`src/rtl/bcd_conv_arbiter.sv`:
```
// Round-robin arbiter feeding a single binary-to-BCD converter.
// IDLE grants one requester, CONV registers the double-dabble result, OUT holds it until accepted.
module bcd_conv_arbiter #(
    parameter int unsigned N       = 8,
    parameter int unsigned NUM_REQ = 4,
    localparam int unsigned BCD_W  = 4 * ((N * 30103) / 100000 + 1),
    localparam int unsigned TAG_W  = (NUM_REQ > 2) ? $clog2(NUM_REQ) : 1
) (
    input  logic                   clk,
    input  logic                   rst_n,
    input  logic [NUM_REQ-1:0]     req_valid,
    input  logic [NUM_REQ*N-1:0]   req_data,
    output logic [NUM_REQ-1:0]     req_ready,
    output logic                   out_valid,
    input  logic                   out_ready,
    output logic [BCD_W-1:0]       out_data,
    output logic [TAG_W-1:0]       out_tag,
    output logic                   busy,
    output logic [15:0]            conv_count
);

    localparam int unsigned DIGITS = BCD_W / 4;

    typedef enum logic [1:0] {IDLE, CONV, OUT} state_t;

    state_t               state;
    state_t               state_n;
    logic [TAG_W-1:0]     last_grant;
    logic [TAG_W-1:0]     grant_idx;
    logic [TAG_W-1:0]     op_tag;
    logic [N-1:0]         operand;
    logic [N-1:0]         grant_data;
    logic [NUM_REQ-1:0]   grant_oh;
    logic                 grant_found;
    logic                 armed;
    logic                 take;
    logic                 done;
    logic [BCD_W-1:0]     bcd_c;

    function automatic logic [BCD_W-1:0] to_bcd(input logic [N-1:0] bin);
        logic [BCD_W-1:0] bcd;
        bcd = '0;
        for (int i = int'(N) - 1; i >= 0; i--) begin
            for (int d = 0; d < int'(DIGITS); d++) begin
                if (bcd[d*4 +: 4] >= 4'd5) begin
                    bcd[d*4 +: 4] = bcd[d*4 +: 4] + 4'd3;
                end
            end
            bcd = {bcd[BCD_W-2:0], bin[i]};
        end
        return bcd;
    endfunction

    assign bcd_c = to_bcd(operand);

    // Round-robin search starting just after the previous winner.
    always_comb begin
        grant_found = 1'b0;
        grant_idx   = '0;
        grant_oh    = '0;
        grant_data  = '0;
        for (int k = 1; k <= int'(NUM_REQ); k++) begin
            for (int i = 0; i < int'(NUM_REQ); i++) begin
                if (!grant_found && req_valid[i] &&
                    i == (int'(last_grant) + k) % int'(NUM_REQ)) begin
                    grant_found = 1'b1;
                    grant_idx   = TAG_W'(i);
                    grant_oh[i] = 1'b1;
                    grant_data  = req_data[i*int'(N) +: N];
                end
            end
        end
    end

    always_comb begin
        state_n   = state;
        req_ready = '0;
        take      = 1'b0;
        out_valid = rst_n && (state == OUT);
        busy      = rst_n && (state != IDLE);
        done      = out_valid && out_ready;
        case (state)
            IDLE: begin
                if (grant_found && armed && rst_n) begin
                    req_ready = grant_oh;
                    take      = 1'b1;
                    state_n   = CONV;
                end
            end
            CONV:    state_n = OUT;
            OUT:     if (out_ready) state_n = IDLE;
            default: state_n = IDLE;
        endcase
    end

    // armed keeps the first cycle out of reset grant-free.
    always_ff @(posedge clk) begin
        if (!rst_n) begin
            state      <= IDLE;
            last_grant <= TAG_W'(NUM_REQ - 1);
            armed      <= 1'b0;
            operand    <= '0;
            op_tag     <= '0;
            out_data   <= '0;
            out_tag    <= '0;
            conv_count <= '0;
        end else begin
            state <= state_n;
            armed <= 1'b1;
            if (take) begin
                last_grant <= grant_idx;
                operand    <= grant_data;
                op_tag     <= grant_idx;
            end
            if (state == CONV) begin
                out_data <= bcd_c;
                out_tag  <= op_tag;
            end
            if (done && conv_count != 16'hFFFF) begin
                conv_count <= conv_count + 16'd1;
            end
        end
    end

endmodule

```
`config.mk`:
```
export PLATFORM = sky130hd
export DESIGN_NAME = bcd_conv_arbiter
export DESIGN_NICKNAME = d
export VERILOG_FILES = /design/src/rtl/bcd_conv_arbiter.sv
export SDC_FILE = /design/constraint.sdc
export NUM_CORES = 1
export LEC_CHECK = 0
export ABC_AREA = 1
export BUFFER_PORTS_ARGS = -buffer_cell sky130_fd_sc_hd__buf_2
export CAP_MARGIN = 25
export CORE_ASPECT_RATIO = 2
export CORE_MARGIN = 1
export CORE_UTILIZATION = 30
export DETAILED_ROUTE_END_ITERATION = 10
export GPL_TIMING_DRIVEN = 0
export PLACE_DENSITY = 0.53
export SETUP_SLACK_MARGIN = 0.2
export SLEW_MARGIN = 10
export SYNTH_ARGS = -nofsm -noshare
export SYNTH_HDL_FRONTEND = slang
export SYNTH_SLANG_ARGS = --single-unit
```
`constraint.sdc`:
```
create_clock -name clk -period 7.03 [get_ports clk]
set_input_delay 0.703 -clock clk [delete_from_list [all_inputs] [get_ports clk]]
set_output_delay 0.703 -clock clk [all_outputs]
set_load 0.005 [all_outputs]
```
==> results of run 1 <==
-- sequential cells by signal, indices dropped and copies added (netlist names) --
signal,flops
armed,1
conv_count,16
last_grant,2
op_tag,2
operand,8
out_data,10
out_tag,2
state,2
-- power breakdown --
| part | switching (mW) | internal (mW) |
|---|---|---|
| clock network | 0.0997 | 0.151 |
| logic | 0.186 | 0.0979 |
| registers | 0.00889 | 0.255 |
| total | 0.295 | 0.504 |
-- cell families after synthesis --
logic type / count (synthesis)
adder cells (fa/ha/maj): 15
other: 1
AND/OR/NAND/NOR: 406
flip-flops: 43
AO/OA/AOI/OAI: 92
buffers and inverters: 111
XOR/XNOR: 1
-- synth_stat cells, types with 2 or more instances --
master    instances
a211oi_1          2
a21oi_1          42
a31oi_1           2
a41oi_1           2
and2_1            3
buf_2             2
buf_4             6
clkbuf_1          7
dfxtp_1          43
ha_1             15
inv_1            87
inv_2             8
nand2_1         142
nand2_2           6
nand3_1          78
nand3_2           7
nand3b_1          3
nand4_1           7
nand4_4           2
nor2_1          123
nor2_2            5
nor2_4            7
nor3_1           14
nor4_1            4
o211ai_1         13
o21ai_0          19
o21ai_1           4
o21ai_2           5
-- placed cells by master (no fill, tap or decap), types with 14 or more instances in the layout --
cell,instances
a21oi_1,42
ha_1,15
inv_1,87
nand3_1,78
nand2_1,142
nor2_1,123
buf_2,74
o21ai_0,19
nor3_1,14
dfxtp_1,43
-- area by class of cell --
type / count / area share, %
multi-input combinational: 516 / 56.6
sequential: 43 / 18.5
timing repair buffer: 72 / 7.75
inverter: 95 / 7.67
tap: 150 / 4.04
clock buffer: 7 / 3.28
buffer: 16 / 1.99
clock inverter: 1 / 0.162
-- critical path: cells and delay by family (launching register included) --
family	cells	cell delay, ns
AND/OR/NAND/NOR	21	2.21
adder cells (fa/ha/maj)	5	1.09
flip-flops	1	0.39
buffers and inverters	5	0.35
AO/OA/AOI/OAI	2	0.21
-- layer usage --
layer / global-route usage [%] / wire length, um
met1: 18.2 / 4720
met5: 0 / 0
met3: 2.21 / 552
met4: 9.25 / 427
met2: 38.2 / 7000
-- through the flow --
stage,instances,utilization (%),power (mW),setup WS [ns]
final,900,36.6,0.799,2.66
after global routing,900,36.6,0.855,2.16
after CTS,900,36.6,0.807,2.63
after detailed placement,892,35.3,0.552,2.65
after global placement,892,35.3,0.546,2.78
after floorplan,670,-,0.473,3.20
-- worst paths after layout --
check / cells past startpoint / slack, ns / start / to
setup reg to reg: 33 / 2.66 / operand[6]$_SDFFE_PN0P_ / out_data[1]$_SDFFE_PN0N_
hold / removal: 2 / 0.46 / out_data[4]$_SDFFE_PN0N_ / out_data[4]$_SDFFE_PN0N_
hold reg to reg: 2 / 0.46 / out_data[4]$_SDFFE_PN0N_ / out_data[4]$_SDFFE_PN0N_
setup / recovery: 33 / 2.66 / operand[6]$_SDFFE_PN0P_ / out_data[1]$_SDFFE_PN0N_
==> run metrics, run 1 <==
Fill cells=1376; Max IR drop VDD=0.144 mV; first-pass GRT wire length=between 20 and 25 mm; drc violations=0; Overflow after GRT=0; flops & latches, synth=43; Worst path max stage delay=0.39 ns; Synth async-reset ratio=0%; Synth Area in Compound Gates=about 14%; GRT Total Usage=a little under a fifth; antenna viol nets, final=0; WL final=12.7 mm; diodes inserted=0; Post-DP Area=roughly 4500 um2; CP Capture Type=flip-flop; CTS buffer count=5; critical path's slowest cell=dfxtp_1; Post-Synth Adder-Cell Area=roughly 4.8%; main combinational cell family by area after synthesis=simple AND/OR/NAND/NOR gates; DR iter-0 viols=209; per-cell routed wire length=14.1 um; layout cell share with drive strength beyond 1=17.9%; Die X=83.0 um; # port buffers=72; relative slew slack=47.3%; drt pass-1 iters=5; TNS Setup=0 ns; htree depth=2; routability-driven placement congestion ratio=0.892; type of origin of the critical path=flip-flop; post-route cell area=between 4000 and 5000 um2; P per Cell Area=around 170 nW/um2; outcome=finished clean; Final min period=4.37 ns; Crit Path Max Fanout=5; Setup Viol. Count Final=0; simple-gate share of the synthesized area=a little under half; initial antenna violation count=0; num ports=75; fin. max-slew vios=0; Initial Util=31.0%; clock sinks=43; syn avg cell area=slightly below 6 um2; total number of vias=4539; max cap viols=0; Max Root-Sink Buffers=2; Rows=58; static leakage=2.21 nW; Seq/Total Area, Yosys=roughly 22%; Gate Count Post-Synth=around 670; Worst-Skew Late Latency=a little under 0.3 ns; Fmax=0.229 GHz; Yosys top cell area share=21.9%; post_cts resized=0; area growth from synthesis to layout=18.1%; CTS root buf=clkbuf_16; post-CTS setup buffers=0; Die Y=164 um; top cells by area, synth=dfxtp_1 (22%), nand2_1 (14%), nor2_1 (12%), nand3_1 (9.9%), inv_1 (8.3%); CORE AREA=12700 um2; critical path arrival=4.56 ns; number of synthesized flops with an enable pin=0; Synth Area in XOR/XNOR=0.223%; mux cell area share after synthesis=0%; synth unique cells=39; CP Class=flip-flop to flip-flop; nets=803; via/cell ratio=a little over 5; mapped cell area=3940 um2; HP Class=flip-flop to flip-flop; unrepaired setup endpoints after global routing=false; Hold Buf Count CTS=0; Slew @ Worst Pin=0.786 ns; CTS tree=yes; WHS=between 0.4 and 0.5 ns; Final Skew=0.00259 ns; cell taking the most area after synthesis=dfxtp_1; Yosys Warn Count=0; area taken by flip-flops and latches=861 um2; Main synth FF type=dfxtp_1; detailed placement HPWL=9.96 mm; critical path required time=7.22 ns; largest net degree at the start of global routing=14; Reg clk slew, reported paths=0.06 ns; final hold viol count=0; most used cell, CP=nand2_1; period utilization=62.2%; Multi-input gate area=2630 um2; Die ar.=13600 um2; vias in the first global route=roughly 4200
No activity file was read; power rests on OpenSTA's default activity.
==> run 2, diff against run 1 <==
clock period = 4.08 ns   (was 7.03 ns; I/O delays follow)
==> run metrics, run 2 (synthesis results as in run 1) <==
outcome=finished clean; Worst-Skew Late Latency=0.29 ns (about the same); Initial Util=31.0% (unchanged); Top delay family on crit path=simple AND/OR/NAND/NOR gates; register with the most flip-flops=conv_count; period utilization=91.4% (+29 points); Worst R2R End=out_data[1]$_SDFFE_PN0N_; CTS root buf=clkbuf_16; clock share of power=29.2% (-2.2 points); htree depth=2 (unchanged); power share of the sequential group=30.9% (-2.1 points); P per Cell Area=296 nW/um2 (+72%); Final min period=3.73 ns (-0.641 ns); Die Y=164 um (unchanged); via/cell ratio=5.07 (+0.62%); relative slew slack=46.0% (-1.3 points); critical path required time=4.26 ns (-2.96 ns); Reg2Reg Depth=33 (unchanged); initial antenna violation count=0 (unchanged); Max Root-Sink Buffers=2 (unchanged); unrepaired setup endpoints after global routing=false; first-pass GRT wire length=20.7 mm (+1.0%); CTS tree=yes; most frequent cells in the layout=nand2_1 (131), nor2_1 (122), inv_1 (83); Reg clk slew, reported paths=0.06 ns (about the same); layout cell share with drive strength beyond 1=24.6% (+6.7 points); area taken by flip-flops and latches=870 um2 (+1.0%); largest net degree at the start of global routing=14 (unchanged); HP Class=input port to flip-flop; Worst Hold Launch=rst_n; vias in the first global route=4301 (+1.8%); DR iter-0 viols=222 (+6.2%); setup slack after layout=0.352 ns (-2.31 ns); CP bufs+invs=6 (+1); WHS=0.251 ns (-0.214 ns); per-cell routed wire length=14.6 um (+3.1%); NetSw=0.553 mW (+87%); biggest regs=conv_count (16), out_data (10), operand (8); CP Capture Type=flip-flop; Die X=83.0 um (unchanged); critical path's slowest cell=dfxtp_4; Final Skew=0.00349 ns (+0.000904 ns); Slew @ Worst Pin=0.805 ns (+0.0190 ns); fin. max-slew vios=0 (unchanged); commonest non-fill, non-tap cell in the layout=nand2_1; Hold Buf Count CTS=0 (unchanged); CTS buffer count=5 (unchanged); static leakage=2.32 nW (+4.8%); Overflow after GRT=0 (unchanged); diodes inserted=0 (unchanged); antenna viol nets, final=0 (unchanged); Max IR drop VDD=0.258 mV (+79%); CORE AREA=12700 um2 (unchanged); type of origin of the critical path=flip-flop; start of the worst register-to-register path=operand[6]$_SDFFE_PN0P_; worst hold path depth=1 (-1); Multi-input gate area=2860 um2 (+8.9%); final hold viol count=0 (unchanged); Fill cells=1350 (-1.9%); Switching Fraction=37.4% (+0.43 points); WL final=13.3 mm (+4.7%); Comb pwr share=39.9% (+4.3 points); detailed placement HPWL=9.96 mm (unchanged); GRT Total Usage=19.0% (+0.22 points); critical path arrival=3.91 ns (-0.65 ns); Crit Path Max Fanout=4 (-1); Fmax=0.268 GHz (+17%); total number of vias=4638 (+2.2%); Pint=0.926 mW (+84%); Die ar.=13600 um2 (unchanged); area growth from synthesis to layout=27.1%; Hold EP=armed$_DFF_P_; Worst path max stage delay=0.38 ns (about the same); drt pass-1 iters=5 (unchanged); setup slack, reg-to-reg=0.35 ns (-2.31 ns); num ports=75 (unchanged); # port buffers=72 (unchanged); Rows=58 (unchanged); post-place setup slack=-0.303 ns (-2.95 ns); Setup Viol. Count Final=0 (unchanged); max cap viols=0 (unchanged); max reg flops=16 (unchanged); routability-driven placement congestion ratio=0.892 (unchanged); CP Class=flip-flop to flip-flop; nets=817 (+1.7%); most used cell, CP=nand2_2; drc violations=0 (unchanged); clock sinks=43 (unchanged)
[run 2: cell types whose count changed in the layout (fill, tap and decap cells not counted), moves of 6 or more]
cell | previous run | this run
nand3_1 | 78 | 72
buf_4 | 6 | 19
ha_4 | 0 | 9
nand2_2 | 6 | 14
nand2_1 | 142 | 131
ha_1 | 15 | 5
[run 2: what timing repair did]
item	in CTS	in global routing
pin swaps	8	15
gates resized for setup	21	40
cloned	0	0
setup buffers	6	8
endpoints found under the setup margin	8	8
[run 2: worst max-delay path by stage]
stage,cells after the start,slack (ns),end,startpoint
final,33,0.35,out_data[1]$_SDFFE_PN0N_,operand[6]$_SDFFE_PN0P_
after global routing,32,0.13,out_data[4]$_SDFFE_PN0N_,operand[6]$_SDFFE_PN0P_
after CTS,35,0.21,out_data[1]$_SDFFE_PN0N_,operand[6]$_SDFFE_PN0P_
after detailed placement,33,-0.30,out_data[1]$_SDFFE_PN0N_,operand[6]$_SDFFE_PN0P_
after global placement,33,-0.17,out_data[1]$_SDFFE_PN0N_,operand[6]$_SDFFE_PN0P_
after floorplan,33,0.25,out_data[1]$_SDFFE_PN0N_,operand[6]$_SDFFE_PN0P_
[run 2: power groups by stage]
stage / clock network, mW / registers (mW) / logic, mW
2_1_floorplan: 0 / 0.461 / 0.355
3_3_place_gp: 0 / 0.463 / 0.478
3_5_place_dp: 0 / 0.463 / 0.488
4_1_cts: 0.445 / 0.455 / 0.525
5_1_grt: 0.464 / 0.460 / 0.659
6_report: 0.431 / 0.457 / 0.590
[run 2: worst reg2reg max path, delay by kind of cell, from the launching register on]
kind,cells,cell delay (ns)
buffers and inverters,6,0.32
DFF,1,0.38
and+or+nand+nor,20,1.90
adders and majority gates,5,0.75
AOI/OAI and AO/OA,2,0.25
[run 2: routing by layer]
layer,global-route usage (%),vias to the layer above,wire [um]
met3,2.56,26,573
met2,38.5,162,7450
li1,-,2349,-
met4,9.56,0,390
met1,18.3,2101,4890
met5,0,-,0
[run 2: through the flow]
stage | cell area [um2] | utilization (%) | setup TNS [ns] | power, mW | std cells
after floorplan | 3940 | - | 0 | 0.815 | 670
after global placement | 4490 | 35.3 | -0.740 | 0.941 | 892
after detailed placement | 4490 | 35.3 | -1.58 | 0.952 | 892
after CTS | 4760 | 37.5 | 0 | 1.42 | 906
after global routing | 5000 | 39.4 | 0 | 1.58 | 914
final | 5000 | 39.4 | 0 | 1.48 | 914
[run 2: cell type report]
cell class / instances / area share [%]
inverter: 95 / 7.18
multi-input combinational: 516 / 57.2
sequential: 43 / 17.4
buffer: 16 / 1.85
clock inverter: 1 / 0.150
tap: 150 / 3.75
clock buffer: 7 / 3.05
timing repair buffer: 86 / 9.38
